===== config.mk =====
export PLATFORM = sky130hd
export DESIGN_NAME = shift_165_reader_flat
export DESIGN_NICKNAME = d
export VERILOG_FILES = /design/src/rtl/shift_165_if.sv /design/src/rtl/shift_165_reader.sv /design/src/flat_wrapper.sv
export SDC_FILE = /design/constraint.sdc
export NUM_CORES = 1
export LEC_CHECK = 0
export ABC_AREA = 1
export ABC_CLOCK_PERIOD_IN_PS = 1400
export CORE_MARGIN = 8
export CORE_UTILIZATION = 51
export DETAILED_ROUTE_END_ITERATION = 6
export PLACE_DENSITY = 0.72
export SETUP_SLACK_MARGIN = 0.05
export SYNTH_ARGS = -nofsm -noshare
export SYNTH_HDL_FRONTEND = slang
export SYNTH_SLANG_ARGS = --single-unit
export TNS_END_PERCENT = 30

===== constraint.sdc =====
create_clock -name clk -period 1.4 [get_ports clk]
set_clock_uncertainty 0.1 [all_clocks]
set_input_delay 0.14 -clock clk [delete_from_list [all_inputs] [get_ports clk]]
set_output_delay 0.14 -clock clk [all_outputs]
set_load 0.02 [all_outputs]

===== src/rtl/shift_165_if.sv =====
// Bus between shift_165_reader and its surroundings: the 74HC165 chain pins plus the
// parallel result port.
//   scan_req  : request an immediate scan (honoured only while idle)
//   sr_load_n : parallel load strobe to the chain, active low
//   sr_clk    : shift clock to the chain, chain shifts on rising edge
//   sr_data   : serial data from the last device's Q7 (asynchronous)
//   data_out  : last completed scan, first bit shifted in lands in the MSB
//   valid     : one-cycle pulse when data_out updates
//   changed   : one-cycle pulse with valid when data_out differs from its previous value
// The slave modport is the reader; the master modport is the host/board side.
interface shift_165_if #(
  parameter int unsigned NUM_BITS = 16
) ();
  logic                scan_req;
  logic                sr_load_n;
  logic                sr_clk;
  logic                sr_data;
  logic [NUM_BITS-1:0] data_out;
  logic                valid;
  logic                changed;

  modport slave (
    input  scan_req,
    input  sr_data,
    output sr_load_n,
    output sr_clk,
    output data_out,
    output valid,
    output changed
  );

  modport master (
    output scan_req,
    output sr_data,
    input  sr_load_n,
    input  sr_clk,
    input  data_out,
    input  valid,
    input  changed
  );
endinterface


===== src/rtl/shift_165_reader.sv =====
// Periodic scanner for a chain of 74HC165 parallel-in/serial-out shift registers.
// Each scan pulses sr_load_n low, then alternates SAMPLE (capture the synchronized
// serial bit) and CLOCK (sr_clk high) phases of CLK_DIV cycles each, and finally
// publishes the captured word with valid/changed pulses.
// Ports:
//   clk   : fabric clock, rising edge
//   reset : synchronous, active high; aborts a scan in progress
//   bus   : shift_165_if slave modport (chain pins, scan_req, data_out/valid/changed)
module shift_165_reader #(
  parameter int unsigned NUM_BITS  = 16,
  parameter int unsigned CLK_DIV   = 4,
  parameter int unsigned SCAN_IDLE = 1000
) (
  input  logic           clk,
  input  logic           reset,
  shift_165_if.slave     bus
);

  localparam int unsigned PhaseW = (CLK_DIV > 1) ? $clog2(CLK_DIV) : 1;
  localparam int unsigned BitW   = (NUM_BITS > 1) ? $clog2(NUM_BITS) : 1;
  localparam int unsigned IdleW  = (SCAN_IDLE > 1) ? $clog2(SCAN_IDLE) : 1;

  typedef enum logic [2:0] {
    StIdle,
    StLoad,
    StSample,
    StClock,
    StDone
  } state_e;

  state_e              state_q, state_d;
  logic [PhaseW-1:0]   phase_q, phase_d;
  logic [BitW-1:0]     bit_q, bit_d;
  logic [IdleW-1:0]    idle_q, idle_d;
  logic [1:0]          sync_q, sync_d;
  logic [NUM_BITS-1:0] shreg_q, shreg_d;
  logic [NUM_BITS-1:0] data_out_q, data_out_d;
  logic                valid_q, valid_d;
  logic                changed_q, changed_d;
  logic                sr_load_n_q, sr_load_n_d;
  logic                sr_clk_q, sr_clk_d;

  logic phase_last;
  assign phase_last = (phase_q == PhaseW'(CLK_DIV - 1));

  always_comb begin
    state_d     = state_q;
    phase_d     = phase_q;
    bit_d       = bit_q;
    idle_d      = idle_q;
    shreg_d     = shreg_q;
    data_out_d  = data_out_q;
    valid_d     = 1'b0;
    changed_d   = 1'b0;
    sr_load_n_d = sr_load_n_q;
    sr_clk_d    = sr_clk_q;
    // sync_q[1] is the only view of sr_data the FSM ever uses
    sync_d      = {sync_q[0], bus.sr_data};

    // Pin outputs are computed alongside the next state so they change on the same
    // edge as the state and always come straight from flops.
    unique case (state_q)
      StIdle: begin
        if (bus.scan_req || (idle_q == IdleW'(SCAN_IDLE - 1))) begin
          state_d     = StLoad;
          idle_d      = '0;
          phase_d     = '0;
          sr_load_n_d = 1'b0;
          sr_clk_d    = 1'b0;
        end else begin
          idle_d = idle_q + IdleW'(1);
        end
      end
      StLoad: begin
        if (phase_last) begin
          state_d     = StSample;
          phase_d     = '0;
          bit_d       = '0;
          sr_load_n_d = 1'b1;
        end else begin
          phase_d = phase_q + PhaseW'(1);
        end
      end
      StSample: begin
        if (phase_last) begin
          shreg_d = {shreg_q[NUM_BITS-2:0], sync_q[1]};
          phase_d = '0;
          if (bit_q == BitW'(NUM_BITS - 1)) begin
            state_d = StDone;
          end else begin
            bit_d    = bit_q + BitW'(1);
            state_d  = StClock;
            sr_clk_d = 1'b1;
          end
        end else begin
          phase_d = phase_q + PhaseW'(1);
        end
      end
      StClock: begin
        if (phase_last) begin
          state_d  = StSample;
          phase_d  = '0;
          sr_clk_d = 1'b0;
        end else begin
          phase_d = phase_q + PhaseW'(1);
        end
      end
      StDone: begin
        data_out_d = shreg_q;
        valid_d    = 1'b1;
        changed_d  = (shreg_q != data_out_q);
        state_d    = StIdle;
      end
      default: begin
        state_d     = StIdle;
        sr_load_n_d = 1'b1;
        sr_clk_d    = 1'b0;
      end
    endcase
  end

  always_ff @(posedge clk) begin
    if (reset) begin
      state_q     <= StIdle;
      phase_q     <= '0;
      bit_q       <= '0;
      idle_q      <= '0;
      sync_q      <= '0;
      shreg_q     <= '0;
      data_out_q  <= '0;
      valid_q     <= 1'b0;
      changed_q   <= 1'b0;
      sr_load_n_q <= 1'b1;
      sr_clk_q    <= 1'b0;
    end else begin
      state_q     <= state_d;
      phase_q     <= phase_d;
      bit_q       <= bit_d;
      idle_q      <= idle_d;
      sync_q      <= sync_d;
      shreg_q     <= shreg_d;
      data_out_q  <= data_out_d;
      valid_q     <= valid_d;
      changed_q   <= changed_d;
      sr_load_n_q <= sr_load_n_d;
      sr_clk_q    <= sr_clk_d;
    end
  end

  assign bus.sr_load_n = sr_load_n_q;
  assign bus.sr_clk    = sr_clk_q;
  assign bus.data_out  = data_out_q;
  assign bus.valid     = valid_q;
  assign bus.changed   = changed_q;

endmodule


===== src/flat_wrapper.sv =====
// flat-port wrapper written by rule: the top's interface ports become plain ports
module shift_165_reader_flat 
#(
  parameter int unsigned NUM_BITS  = 16,
  parameter int unsigned CLK_DIV   = 4,
  parameter int unsigned SCAN_IDLE = 1000
)
  (clk, reset, bus_scan_req, bus_sr_data, bus_sr_load_n, bus_sr_clk, bus_data_out, bus_valid, bus_changed);
  shift_165_if #(.NUM_BITS(NUM_BITS)) bus_i ();
  input  logic clk;
  input  logic reset;
  input wire logic [$bits(bus_i.scan_req)-1:0] bus_scan_req;
  input wire logic [$bits(bus_i.sr_data)-1:0] bus_sr_data;
  output wire logic [$bits(bus_i.sr_load_n)-1:0] bus_sr_load_n;
  output wire logic [$bits(bus_i.sr_clk)-1:0] bus_sr_clk;
  output wire logic [$bits(bus_i.data_out)-1:0] bus_data_out;
  output wire logic [$bits(bus_i.valid)-1:0] bus_valid;
  output wire logic [$bits(bus_i.changed)-1:0] bus_changed;
  assign bus_i.scan_req = bus_scan_req;
  assign bus_i.sr_data = bus_sr_data;
  assign bus_sr_load_n = bus_i.sr_load_n;
  assign bus_sr_clk = bus_i.sr_clk;
  assign bus_data_out = bus_i.data_out;
  assign bus_valid = bus_i.valid;
  assign bus_changed = bus_i.changed;
  shift_165_reader #(.NUM_BITS(NUM_BITS), .CLK_DIV(CLK_DIV), .SCAN_IDLE(SCAN_IDLE)) u_core (.clk(clk), .reset(reset), .bus(bus_i));
endmodule

* Word-level counts from Yosys, hierarchy flattened *
Cells that the tools add are included.

word-level totals
  bits in registers = 57
  latch bits = 0
  RAM bits = 0
  bits in read-only memories = 0
  output and inout port bits = 20
  word-level logic and storage cells = 67
  memories kept = 0

operators by class
  add/subtract/negate cells = 3
  multiply operators = 0
  divide/modulo/power cells = 0
  order comparisons = 0
  equal/unequal tests = 14
  shifts and indexed selects = 0
  muxes and demuxes = 21
  bitwise gates (word level) = 3
  reduce and logical (&&, ||, !) cells = 15

operators with widths
  kind                                                              count
  16-bit != test                                                    1
  3-bit 2-to-1 mux                                                  4
  4-bit 2-to-1 mux                                                  3
  10-bit by 1-bit adder with 10-bit output (second input constant)  1
  10-bit == test (second input constant)                            1
  10-bit 2-to-1 mux                                                 1
  2-bit by 1-bit != test with 1-bit output (second input constant)  5
  3-bit one-hot mux with 3 select lines                             1
  4-bit one-hot mux with 2 select lines                             1
  3-bit by 2-bit == test with 1-bit output (second input constant)  2
  1-bit 2-to-1 mux                                                  6
  3-bit AND reduction                                               2
  2-bit OR reduction                                                3
  3-bit OR reduction                                                2
  5-bit AND reduction                                               1
  4-bit by 1-bit adder with 4-bit output (second input constant)    1
  4-bit == test (second input constant)                             1
  2-bit 2-to-1 mux                                                  2
  1-bit one-hot mux with 4 select lines                             1
  2-bit one-hot mux with 2 select lines                             1
  2-bit AND reduction                                               2
  4-bit AND reduction                                               1
  2-bit nonzero test                                                2
  3-bit by 1-bit == test with 1-bit output (second input constant)  1
  8 further kinds                                                   10

* Depth between registers and ports, before layout *
  depth after elaboration = 4
  gate-level depth with buffers = 9

* Worst setup path after synthesis *
No wires, ideal clock.

  path type = register to register
  start point = register u_core.idle_q[0]
  end point = register u_core.idle_q[9]
  setup time = 0.109 ns
  data arrival time = 1.143 ns
  path slack = 0.048 ns
  cell stages (with the launch flop) = 10
  buffers on the path = 1
  clock period less this slack = 1.352 ns
  cell sequence = dfxtp_1 -> ha_1 -> nand2_1 -> nor2_1 -> nand2_1 -> buf_2 -> nand3_1 -> nand3_1 -> nand2_1 -> inv_1

between the ends
  word-level cells in the longest chain between the ends = 3

RTL lines
  item                                                                                              line                     source
  start, declared                                                                                   shift_165_reader.sv:34   logic [IdleW-1:0] idle_q, idle_d;
  start signal, assigned                                                                            shift_165_reader.sv:139  idle_q <= idle_d;
  parallel branches: the longest is 2 deep, another holds 10-bit by 1-bit adder with 10-bit output  n/a
  10-bit 2-to-1 mux *                                                                               shift_165_reader.sv:64   if (bus.scan_req || (idle_q == IdleW'(SCAN_IDLE - 1))) begin

Every way passes the cells marked *.
A chain may end at the register's enable or synchronous reset.

* Worst setup path in the final report *
  start point = register u_core.idle_q[0]
  end point = register u_core.idle_q[4]

The elaborated chain is that of the path after synthesis.

==> flow_summary.toml <==
[status]
status = "finished, final reports clean"

[critical_path]
cp-startpoint = "u_core.idle_q[0]"
critPathMaxFanout = 3
rr_worst_depth = 7
reg2reg_from = "u_core.idle_q[0]"
cp.required_ps = 1570
cp_cell_sequence = "ha_4 > nand2_4 > buf_4 > buf_4 > o21bai_1 > nand4_1 > a21oi_1"
critPathMaxStageDelay_ps = 360
cp-end-kind = "flop"
rrSetupSlack_ps = 60
path_class = "flop to flop"
start_kind = "flop"
critical-path-slowest-cell = "dfxtp_2"
arrival_ps = 1510
cpMostUsedCell = "buf_4"

[synth]
synth_ff_type = "dfxtp_1"
synth_top_cells_by_area = "dfxtp_1, nor2_1, nand2_1"
yosysMostFrequentCell = "nor2_1"
yosysTopAreaCellShare_pct = 44.6
synth_warnings = 0
ys_ff_latch = 57
synth-async-reset-ratio_pct = 0
synth_common_cells = "nor2_1, nand2_1, dfxtp_1"
synth_area_um2 = 2560
syn-mean-instance-area_um2 = 7.25
syn-num-nets = 360
synth.distinct_cells = 26
syn_inst = 353
synth-edff-count = 0
yosysTopAreaCell = "dfxtp_1"
ys_seq_area_share_pct = 44.6

[detailed_routing]
drtAntennaViolNets = 0
num_vias = 2428
firstDrtPassIters = 4
drc = 0
drt-vias-per-instance = 5.18
wirelength_mm = 6.41
drtIter0Drc = 173
wl_per_cell_um = 13.7

[cells_and_area]
layoutNonFillerInstCount = 469
drive_above_1_share_pct = 22.1
n_antenna_cell = 0
fin_nets = 405
syn2layout_area_growth_pct = 31.2

[timing]
finalSetupTns_ps = 0
rsz0062_at_grt = "yes"
fin_crit_ps = 1340
slew_headroom_pct = 83.0
timing.fmax_ghz = 0.747
finalHoldViolCount = 0
worst-slew-pin-transition_ps = 252
fin_crit_sh_pct = 95.6
fin_ws_ps = 61.2
setup_viol = 0
hold_ws_ps = 215
slew_viol_final = 0

[clocking]
cts_tree = "yes"
cts_sinks = 57
cts-buffers-inserted = 9
root_buffer = "clkbuf_8"
clk_latency_ps = 340
h-tree-depth = 3
cts_hold_buf = 0
path_clk_slew_ps = 60
clockBufferDepth = 2

[placed_design]
dp.cells = 451
globalplace.congestion = 0.860
io_buffers = 23
dp_hpwl_mm = 3.93
dpl_worst_slack_ps = -10.5

[die]
rows = 25
dieHeight_um = 86.9
io_pins = 24
core_um2 = 4790
dieArea_um2 = 7540
initial_utilization_pct = 53.5
die-width_um = 86.9

[min_path]
min_from = "bus_sr_data"
hold-path-cell-count = 3
hold_class = "primary input to flop"

[global_route]
antenna_found_initial = 0
track_usage_pct = 16.6
grt_pass1_wl_mm = 9.80
grt_pass1_vias = 2280
overflow = 0
grt_max_degree = 42

[flow_run]
maxCapViolCount = 0

[pwr]
power.density_nw_per_um2 = 1330
leakage_nw = 1.45
ir_worst_vdd_uv = 1410
[report_power, final]
part,internal (mW),switching (mW)
registers,1.74,0.104
logic,0.486,0.707
clock network,0.803,0.629
[worst max-delay path, delay by kind of cell (launching register included)]
kind / cells / cell delay, ps
adders and majority gates: 1 / 150
DFF: 1 / 360
buffers and inverters: 2 / 250
AOI/OAI and AO/OA: 2 / 230
and+or+nand+nor: 2 / 170
[worst paths after layout]
kind                                        endpoint
worst max-delay path                u_core.idle_q[4]
worst min register to register  u_core.bus.sr_load_n
worst max register to register      u_core.idle_q[4]
worst min-delay path                u_core.sync_q[0]
[state kept, by name, indices dropped and copies added (netlist names)]
signal and count:
u_core.bit_q 4, u_core.bus.changed 1, u_core.bus.data_out 16, u_core.bus.sr_clk 1, u_core.bus.sr_load_n 1, u_core.bus.valid 1
u_core.idle_q 10, u_core.phase_q 2, u_core.shreg_q 16, u_core.state_q 3, u_core.sync_q 2
[layout by cell type (no fill, tap or decap), drive strengths merged]
| cell | instances |
|---|---|
| xnor2 | 12 |
| xor2 | 1 |
| clkinv | 3 |
| nand4 | 5 |
| inv | 26 |
| buf | 26 |
| dlygate4sd2 | 20 |
| nor3 | 1 |
| o211ai | 3 |
| nand2 | 60 |
| ha | 3 |
| clkbuf | 11 |
| or2 | 3 |
| bufinv | 1 |
| nor2 | 71 |
| nand3 | 25 |
| a21oi | 30 |
| dfxtp | 57 |
| clkdlybuf4s50 | 3 |
| o21ai | 40 |
| o21bai | 1 |
[metal layers]
metal / vias up / share of wire [%] / GRT usage (%)
li1: 1236 / - / -
met1: 1112 / 44 / 17.6
met2: 68 / 50 / 29.3
met3: 12 / 4.8 / 3.77
met4: 0 / 1.8 / 10.0
met5: - / 0 / 0
[cells by family after synthesis]
kind of cell,after synthesis,share of synthesized area [%]
fa+ha+maj,3,1.47
xor+xnor,13,4.45
compound gates,74,14.9
simple gates,165,27.4
buf+inv,41,7.23
flops,57,44.6
[cell type report]
type	count	area (µm²)
Clock buffer	11	131
Fill cell	398	1430
Timing Repair Buffer	49	438
Multi-Input combinational cell	255	1400
Inverter	26	103
Clock inverter	4	45.0
Tap cell	67	83.8
Sequential cell	57	1160
[per-stage QoR]
step / area [µm²] / utilization, % / total power, mW
2_1_floorplan: 2560 / - / 2.51
3_3_place_gp: 2980 / 62.4 / 2.82
3_5_place_dp: 2980 / 62.4 / 2.84
4_1_cts: 3160 / 66.0 / 4.30
5_1_grt: 3360 / 70.2 / 4.71
6_report: 3360 / 70.2 / 4.47
[timing repair]
action,in CTS,in global routing
resized for setup,32,52
cloned,0,1
endpoints found under the setup margin,36,44
pin swaps,2,11
setup buffers,0,2
Power figures use the tool's default switching activity.
